<file path="src/rtl/ctrl_pkg.sv">
// Shared encodings for the RISC-SPM gen2 control unit: states, opcodes and
// bus-select codes.
package ctrl_pkg;

    typedef enum logic [3:0] {
        S_IDLE = 4'd0,
        S_FET1 = 4'd1,
        S_FET2 = 4'd2,
        S_DEC  = 4'd3,
        S_EX1  = 4'd4,
        S_RD1  = 4'd5,
        S_RD2  = 4'd6,
        S_WR1  = 4'd7,
        S_WR2  = 4'd8,
        S_BR1  = 4'd9,
        S_BR2  = 4'd10,
        S_HALT = 4'd11
    } state_t;

    localparam int OP_NOP  = 0;
    localparam int OP_ADD  = 1;
    localparam int OP_SUB  = 2;
    localparam int OP_AND  = 3;
    localparam int OP_NOT  = 4;
    localparam int OP_RD   = 5;
    localparam int OP_WR   = 6;
    localparam int OP_BR   = 7;
    localparam int OP_BRZ  = 8;
    localparam int OP_OR   = 9;
    localparam int OP_XOR  = 10;
    localparam int OP_BRNZ = 11;
    localparam int OP_HALT = 15;

    localparam logic [1:0] BUS2_ALU  = 2'd0;
    localparam logic [1:0] BUS2_BUS1 = 2'd1;
    localparam logic [1:0] BUS2_MEM  = 2'd2;
    localparam logic [1:0] BUS2_IDLE = 2'd3;

endpackage

</file>
<file path="src/rtl/control_unit_gen2_onehot_dec.sv">
// Register index to one-hot load-enable decoder.
module onehot_dec #(
    parameter int IDX_W = 2
) (
    input  logic [IDX_W-1:0]      idx,
    input  logic                  en,
    output logic [2**IDX_W-1:0]   onehot
);

    always_comb begin
        onehot = '0;
        if (en) onehot[idx] = 1'b1;
    end

endmodule

</file>
<file path="src/rtl/control_unit_gen2.sv">
// Fetch/decode/sequence FSM for RISC-SPM gen2; Mealy outputs on zero and
// mem_ready, sticky illegal-opcode flag.
module control_unit_gen2
    import ctrl_pkg::*;
#(
    parameter int WORD_W = 8,
    parameter int OP_W   = 4,
    parameter int REG_AW = 2
) (
    input  logic                 clk,
    input  logic                 rst,
    input  logic [WORD_W-1:0]    instruction,
    input  logic                 zero,
    input  logic                 mem_ready,
    output logic [2**REG_AW-1:0] load_reg,
    output logic                 load_pc,
    output logic                 inc_pc,
    output logic                 load_ir,
    output logic                 load_addr,
    output logic                 load_y,
    output logic                 load_z,
    output logic [REG_AW:0]      sel_bus1,
    output logic [1:0]           sel_bus2,
    output logic                 mem_req,
    output logic                 write,
    output logic                 halted,
    output logic                 illegal
);

    localparam int NUM_REGS = 2**REG_AW;
    localparam logic [REG_AW:0] SEL_PC   = (REG_AW+1)'(NUM_REGS);
    localparam logic [REG_AW:0] SEL_IDLE = '0;

    state_t            state, next_state;
    logic              reg_en;
    logic              set_illegal;
    logic [REG_AW-1:0] src, dest;
    int                op;

    assign op   = int'(instruction[WORD_W-1 -: OP_W]);
    assign src  = instruction[2*REG_AW-1:REG_AW];
    assign dest = instruction[REG_AW-1:0];

    always_comb begin
        // NOTE: every output and next_state gets a default before the case,
        // so no path through this block can leave a value unassigned (no latches).
        next_state  = state;
        reg_en      = 1'b0;
        set_illegal = 1'b0;
        load_pc     = 1'b0;
        inc_pc      = 1'b0;
        load_ir     = 1'b0;
        load_addr   = 1'b0;
        load_y      = 1'b0;
        load_z      = 1'b0;
        sel_bus1    = SEL_IDLE;
        sel_bus2    = BUS2_IDLE;
        mem_req     = 1'b0;
        write       = 1'b0;

        case (state)
            S_IDLE: next_state = S_FET1;
            S_FET1: begin
                sel_bus1   = SEL_PC;
                sel_bus2   = BUS2_BUS1;
                load_addr  = 1'b1;
                next_state = S_FET2;
            end
            S_FET2: begin
                mem_req  = 1'b1;
                sel_bus2 = BUS2_MEM;
                if (mem_ready) begin
                    load_ir    = 1'b1;
                    inc_pc     = 1'b1;
                    next_state = S_DEC;
                end
            end
            S_DEC: begin
                case (op)
                    OP_NOP: next_state = S_FET1;
                    OP_ADD, OP_SUB, OP_AND, OP_OR, OP_XOR: begin
                        sel_bus1   = {1'b0, src};
                        sel_bus2   = BUS2_BUS1;
                        load_y     = 1'b1;
                        next_state = S_EX1;
                    end
                    OP_NOT: begin
                        sel_bus1   = {1'b0, src};
                        sel_bus2   = BUS2_ALU;
                        load_z     = 1'b1;
                        reg_en     = 1'b1;
                        next_state = S_FET1;
                    end
                    OP_RD, OP_WR, OP_BR, OP_BRZ, OP_BRNZ: begin
                        // Conditional branches that are not taken skip the address word.
                        if ((op == OP_BRZ && !zero) || (op == OP_BRNZ && zero)) begin
                            inc_pc     = 1'b1;
                            next_state = S_FET1;
                        end else begin
                            sel_bus1   = SEL_PC;
                            sel_bus2   = BUS2_BUS1;
                            load_addr  = 1'b1;
                            next_state = (op == OP_RD) ? S_RD1 :
                                         (op == OP_WR) ? S_WR1 : S_BR1;
                        end
                    end
                    OP_HALT: next_state = S_HALT;
                    default: begin
                        set_illegal = 1'b1;
                        next_state  = S_HALT;
                    end
                endcase
            end
            S_EX1: begin
                sel_bus1   = {1'b0, dest};
                sel_bus2   = BUS2_ALU;
                load_z     = 1'b1;
                reg_en     = 1'b1;
                next_state = S_FET1;
            end
            S_RD1, S_WR1: begin
                mem_req  = 1'b1;
                sel_bus2 = BUS2_MEM;
                if (mem_ready) begin
                    load_addr  = 1'b1;
                    inc_pc     = 1'b1;
                    next_state = (state == S_RD1) ? S_RD2 : S_WR2;
                end
            end
            S_RD2: begin
                mem_req  = 1'b1;
                sel_bus2 = BUS2_MEM;
                if (mem_ready) begin
                    reg_en     = 1'b1;
                    next_state = S_FET1;
                end
            end
            S_WR2: begin
                mem_req  = 1'b1;
                write    = 1'b1;
                sel_bus1 = {1'b0, src};
                sel_bus2 = BUS2_BUS1;
                if (mem_ready) next_state = S_FET1;
            end
            S_BR1, S_BR2: begin
                mem_req  = 1'b1;
                sel_bus2 = BUS2_MEM;
                if (mem_ready) begin
                    load_addr  = (state == S_BR1);
                    load_pc    = (state == S_BR2);
                    next_state = (state == S_BR1) ? S_BR2 : S_FET1;
                end
            end
            S_HALT: next_state = S_HALT;
            default: next_state = S_IDLE;
        endcase
    end

    onehot_dec #(.IDX_W(REG_AW)) u_load_dec (
        .idx    (dest),
        .en     (reg_en),
        .onehot (load_reg)
    );

    assign halted = (state == S_HALT);

    // NOTE: sequential state uses non-blocking assignments so every flop
    // samples the pre-edge values regardless of statement order.
    always_ff @(posedge clk or negedge rst) begin
        if (!rst) begin
            state   <= S_IDLE;
            illegal <= 1'b0;
        end else begin
            state <= next_state;
            if (set_illegal) illegal <= 1'b1;
        end
    end

endmodule

</file>
<file path="config.mk">
export PLATFORM = sky130hd
export DESIGN_NAME = control_unit_gen2
export DESIGN_NICKNAME = d
export VERILOG_FILES = /design/src/rtl/ctrl_pkg.sv /design/src/rtl/control_unit_gen2_onehot_dec.sv /design/src/rtl/control_unit_gen2.sv
export SDC_FILE = /design/constraint.sdc
export NUM_CORES = 1
export LEC_CHECK = 0
export ABC_AREA = 1
export CAP_MARGIN = 25
export CORE_ASPECT_RATIO = 1.1
export CORE_MARGIN = 4
export CORE_UTILIZATION = 44
export DETAILED_ROUTE_END_ITERATION = 10
export PLACE_DENSITY = 0.91
export SLEW_MARGIN = 20
export SYNTH_ARGS = -nofsm -noshare
export SYNTH_HDL_FRONTEND = slang
export SYNTH_SLANG_ARGS = --single-unit
export TNS_END_PERCENT = 5
</file>
<file path="constraint.sdc">
create_clock -name clk -period 3 [get_ports clk]
set_input_delay 0.45 -clock clk [delete_from_list [all_inputs] [get_ports clk]]
set_output_delay 0.45 -clock clk [all_outputs]
set_load 0.03 [all_outputs]
</file>
==> run metrics <==
wirelength, routed 1.98 mm; launching point of the worst reg2reg path state[0]; worst reg-to-reg setup slack 1.62 ns; final-report hold violation count 0; Num CTS Buffers 3; final number of setup-violating endpoints 0; highest clock rate 367 MHz; Synth Area per Inst 5.49 sq um; max cap viols 0; kind of end point of the critical path output pin; post-synthesis register bit count 5; most common cell after layout, fill and taps aside sky130_fd_sc_hd__nand2_1; Nets 171; run status finished clean; share of the synthesized area in compound gates (AO/OA/AOI/OAI) 0.161; drt initial violations 16; setup TNS 0 ns; max incr delay on CP 0.69 ns; die boundary width 45.6 um; startpoint class of the critical path input port; proportion of synthesized chip area in sequential cells 0.182; type of the worst min-delay path input port to asynchronous set/reset pin; area growth from synthesis to final layout 51.6%; hpwl dp 1.69 mm; remaining max-slew budget at the tightest pin 0.768; Syn Nets 137; vias in the first global route 846; highest ir drop seen on vdd 0.000626 V; largest family of logic cells by synthesized area simple AND/OR/NAND/NOR gates; clock transition at the register clock pins on the worst setup and hold paths after CTS 0.04 ns; number of vias in the routed layout 907; worst setup path category input port to output pin; required time of the worst setup path 2.55 ns; count of buffers from port buffering 30; count of yosys warnings during synthesis 0; largest net degree at the start of global routing 9; total cell area at the placement stage 998 sq um; largest fanout on the critical path 4; Setup Skew 0.000861 ns; I/O Pins 31; number of clock sinks 5; number of remaining DRC errors 0; XOR/XNOR Fraction of Synth Area 0; effective utilization at floorplan 0.483; fill cell instance count of the final layout 119; Synth Area in Adders 0; wire length per cell 11.4 um; clock insertion delay at the later pin of the skew report 0.23 ns; post-synthesis instance area 686 sq um; share of cell area taken by muxes after synthesis 0; Post-CTS Hold Buffers 0; fraction of final layout cells with drive strength greater than 1 0.108; Die Outline Area 2250 sq um; number of max-slew violations in the final report 0; minimum period implied by the final worst setup slack 2.72 ns; multi-input gate area in the final layout 489 sq um; critical path cell sequence clkdlybuf4s50_1, inv_1, nor2_1, nand3_1, nand3_1, nand2_1, o21ai_0, clkdlybuf4s50_1; cell area after layout 1040 sq um; initial antenna violation count 0; Die Y 49.4 um; total power density per cell area 1030 nW/um^2; Distinct cells, synth 19; routability congestion estimate 0.818; leading cell types in the layout, fill and taps excluded sky130_fd_sc_hd__nand2_1 (44), sky130_fd_sc_hd__clkdlybuf4s50_1 (24), sky130_fd_sc_hd__inv_1 (15), sky130_fd_sc_hd__nor2_1 (13), sky130_fd_sc_hd__nand3_1 (12); core region area 1420 sq um; overall routing resource usage 0.199; Pre-antenna DRT Iters 4; Max H-tree Level 1; Post-Synthesis Cells 125; share of the clock period used by the worst path 0.907; Post-Route Hold Slack 0.426 ns; Register-to-Register Path Depth 7; slowest cell on the critical path sky130_fd_sc_hd__clkdlybuf4s50_1; capture instance of the worst register-to-register path state[2]; vias per cell 5.21; CTS Root Buffer Type sky130_fd_sc_hd__clkbuf_4; Static Leakage 0.624 nW; sequential standard cell area 125 sq um; first-pass GRT wire length 3.46 mm; simple-gate share of the synthesized area 0.553; CTS tree done; RSZ-0062 raised after global routing false; Antenna diodes 0; number of nets still failing antenna checks after routing 0; number of placement rows 14; worst path arrival time 2.27 ns; aggregate global routing overflow 0; transition at the pin with the smallest max-transition slack 0.344 ns; CTS max path bufs 2; total power draw 1.07 mW; startpoint of the worst setup timing path instruction[7]
==> worst max-delay path, delay by kind of cell <==
| kind | cells | cell delay, ns |
|---|---|---|
| simple gates | 4 | 0.43 |
| buf+inv | 3 | 1.29 |
| compound gates | 1 | 0.08 |
==> logic make-up (layout without fill, tap and decap cells) <==
| group | count (synthesis) | in the layout |
|---|---|---|
| AO/OA/AOI/OAI | 19 | 19 |
| flip-flops | 5 | 5 |
| buffers and inverters | 18 | 51 |
| AND/OR/NAND/NOR | 83 | 83 |
==> per-layer routing <==
layer,wire (um),share of wire,GRT usage,vias up
li1,-,-,-,475
met1,768,0.39,0.226,394
met2,1010,0.51,0.347,36
met3,189,0.096,0.0406,2
met4,14,0.0071,0.0732,0
met5,0,0,0,-
==> state kept, by name, indices dropped and copies added (netlist names) <==
name,count
state,4
illegal,1
==> how the worst max path moves through the flow <==
stage                        to  depth (start not counted)
finish              sel_bus2[1]                          8
detailed placement  sel_bus1[1]                          8
floorplan           load_reg[0]                          5
global placement    load_reg[2]                          8
CTS                 sel_bus1[1]                          8
global route          load_addr                          8
==> synth_stat cells <==
library cell	count	share of area
sky130_fd_sc_hd__nand2_1	44	0.24
sky130_fd_sc_hd__inv_1	15	0.082
sky130_fd_sc_hd__nor2_1	13	0.071
sky130_fd_sc_hd__nand3_1	12	0.088
sky130_fd_sc_hd__o21ai_0	10	0.073
sky130_fd_sc_hd__dfrtp_1	5	0.18
sky130_fd_sc_hd__nor3_1	5	0.036
sky130_fd_sc_hd__a21oi_1	4	0.029
sky130_fd_sc_hd__nor2_2	4	0.036
sky130_fd_sc_hd__inv_2	2	0.011
sky130_fd_sc_hd__nand2_2	2	0.018
sky130_fd_sc_hd__o21ai_2	2	0.026
sky130_fd_sc_hd__a31o_2	1	0.013
sky130_fd_sc_hd__a31oi_1	1	0.0091
sky130_fd_sc_hd__buf_4	1	0.011
sky130_fd_sc_hd__nand2_4	1	0.016
sky130_fd_sc_hd__nand3_2	1	0.015
sky130_fd_sc_hd__nand4_4	1	0.031
sky130_fd_sc_hd__o31ai_1	1	0.011
==> power by group <==
part | switching (mW) | leakage (nW) | total [mW] | internal [mW]
clock | 0.0239 | 0.0150 | 0.0739 | 0.0500
sequential | 0.0512 | 0.0600 | 0.151 | 0.100
combinational | 0.524 | 0.548 | 0.849 | 0.325
total | 0.599 | 0.624 | 1.07 | 0.475
==> per-stage QoR <==
| step | setup slack, ns | utilization | instances |
|---|---|---|---|
| final | 0.279 | 0.733 | 174 |
| after CTS | 0.0910 | 0.722 | 174 |
| after floorplan | 0.679 | - | 125 |
| after global placement | 0.199 | 0.704 | 170 |
| after detailed placement | 0.0898 | 0.704 | 170 |
| after global routing | 0.0817 | 0.733 | 174 |
==> layout make-up <==
class                      count  area share
sequential                     5       0.120
multi-input combinational    102       0.471
clock buffer                   4      0.0253
tap                           16      0.0193
timing repair buffer          30       0.303
inverter                      17      0.0614
==> repair_timing <==
item,in CTS,in global routing
endpoints found under the hold margin,0,0
resized for setup,0,6
setup buffers,0,0
setup endpoints to repair,0,6
Note: power is estimated with default switching activity, not from simulation.
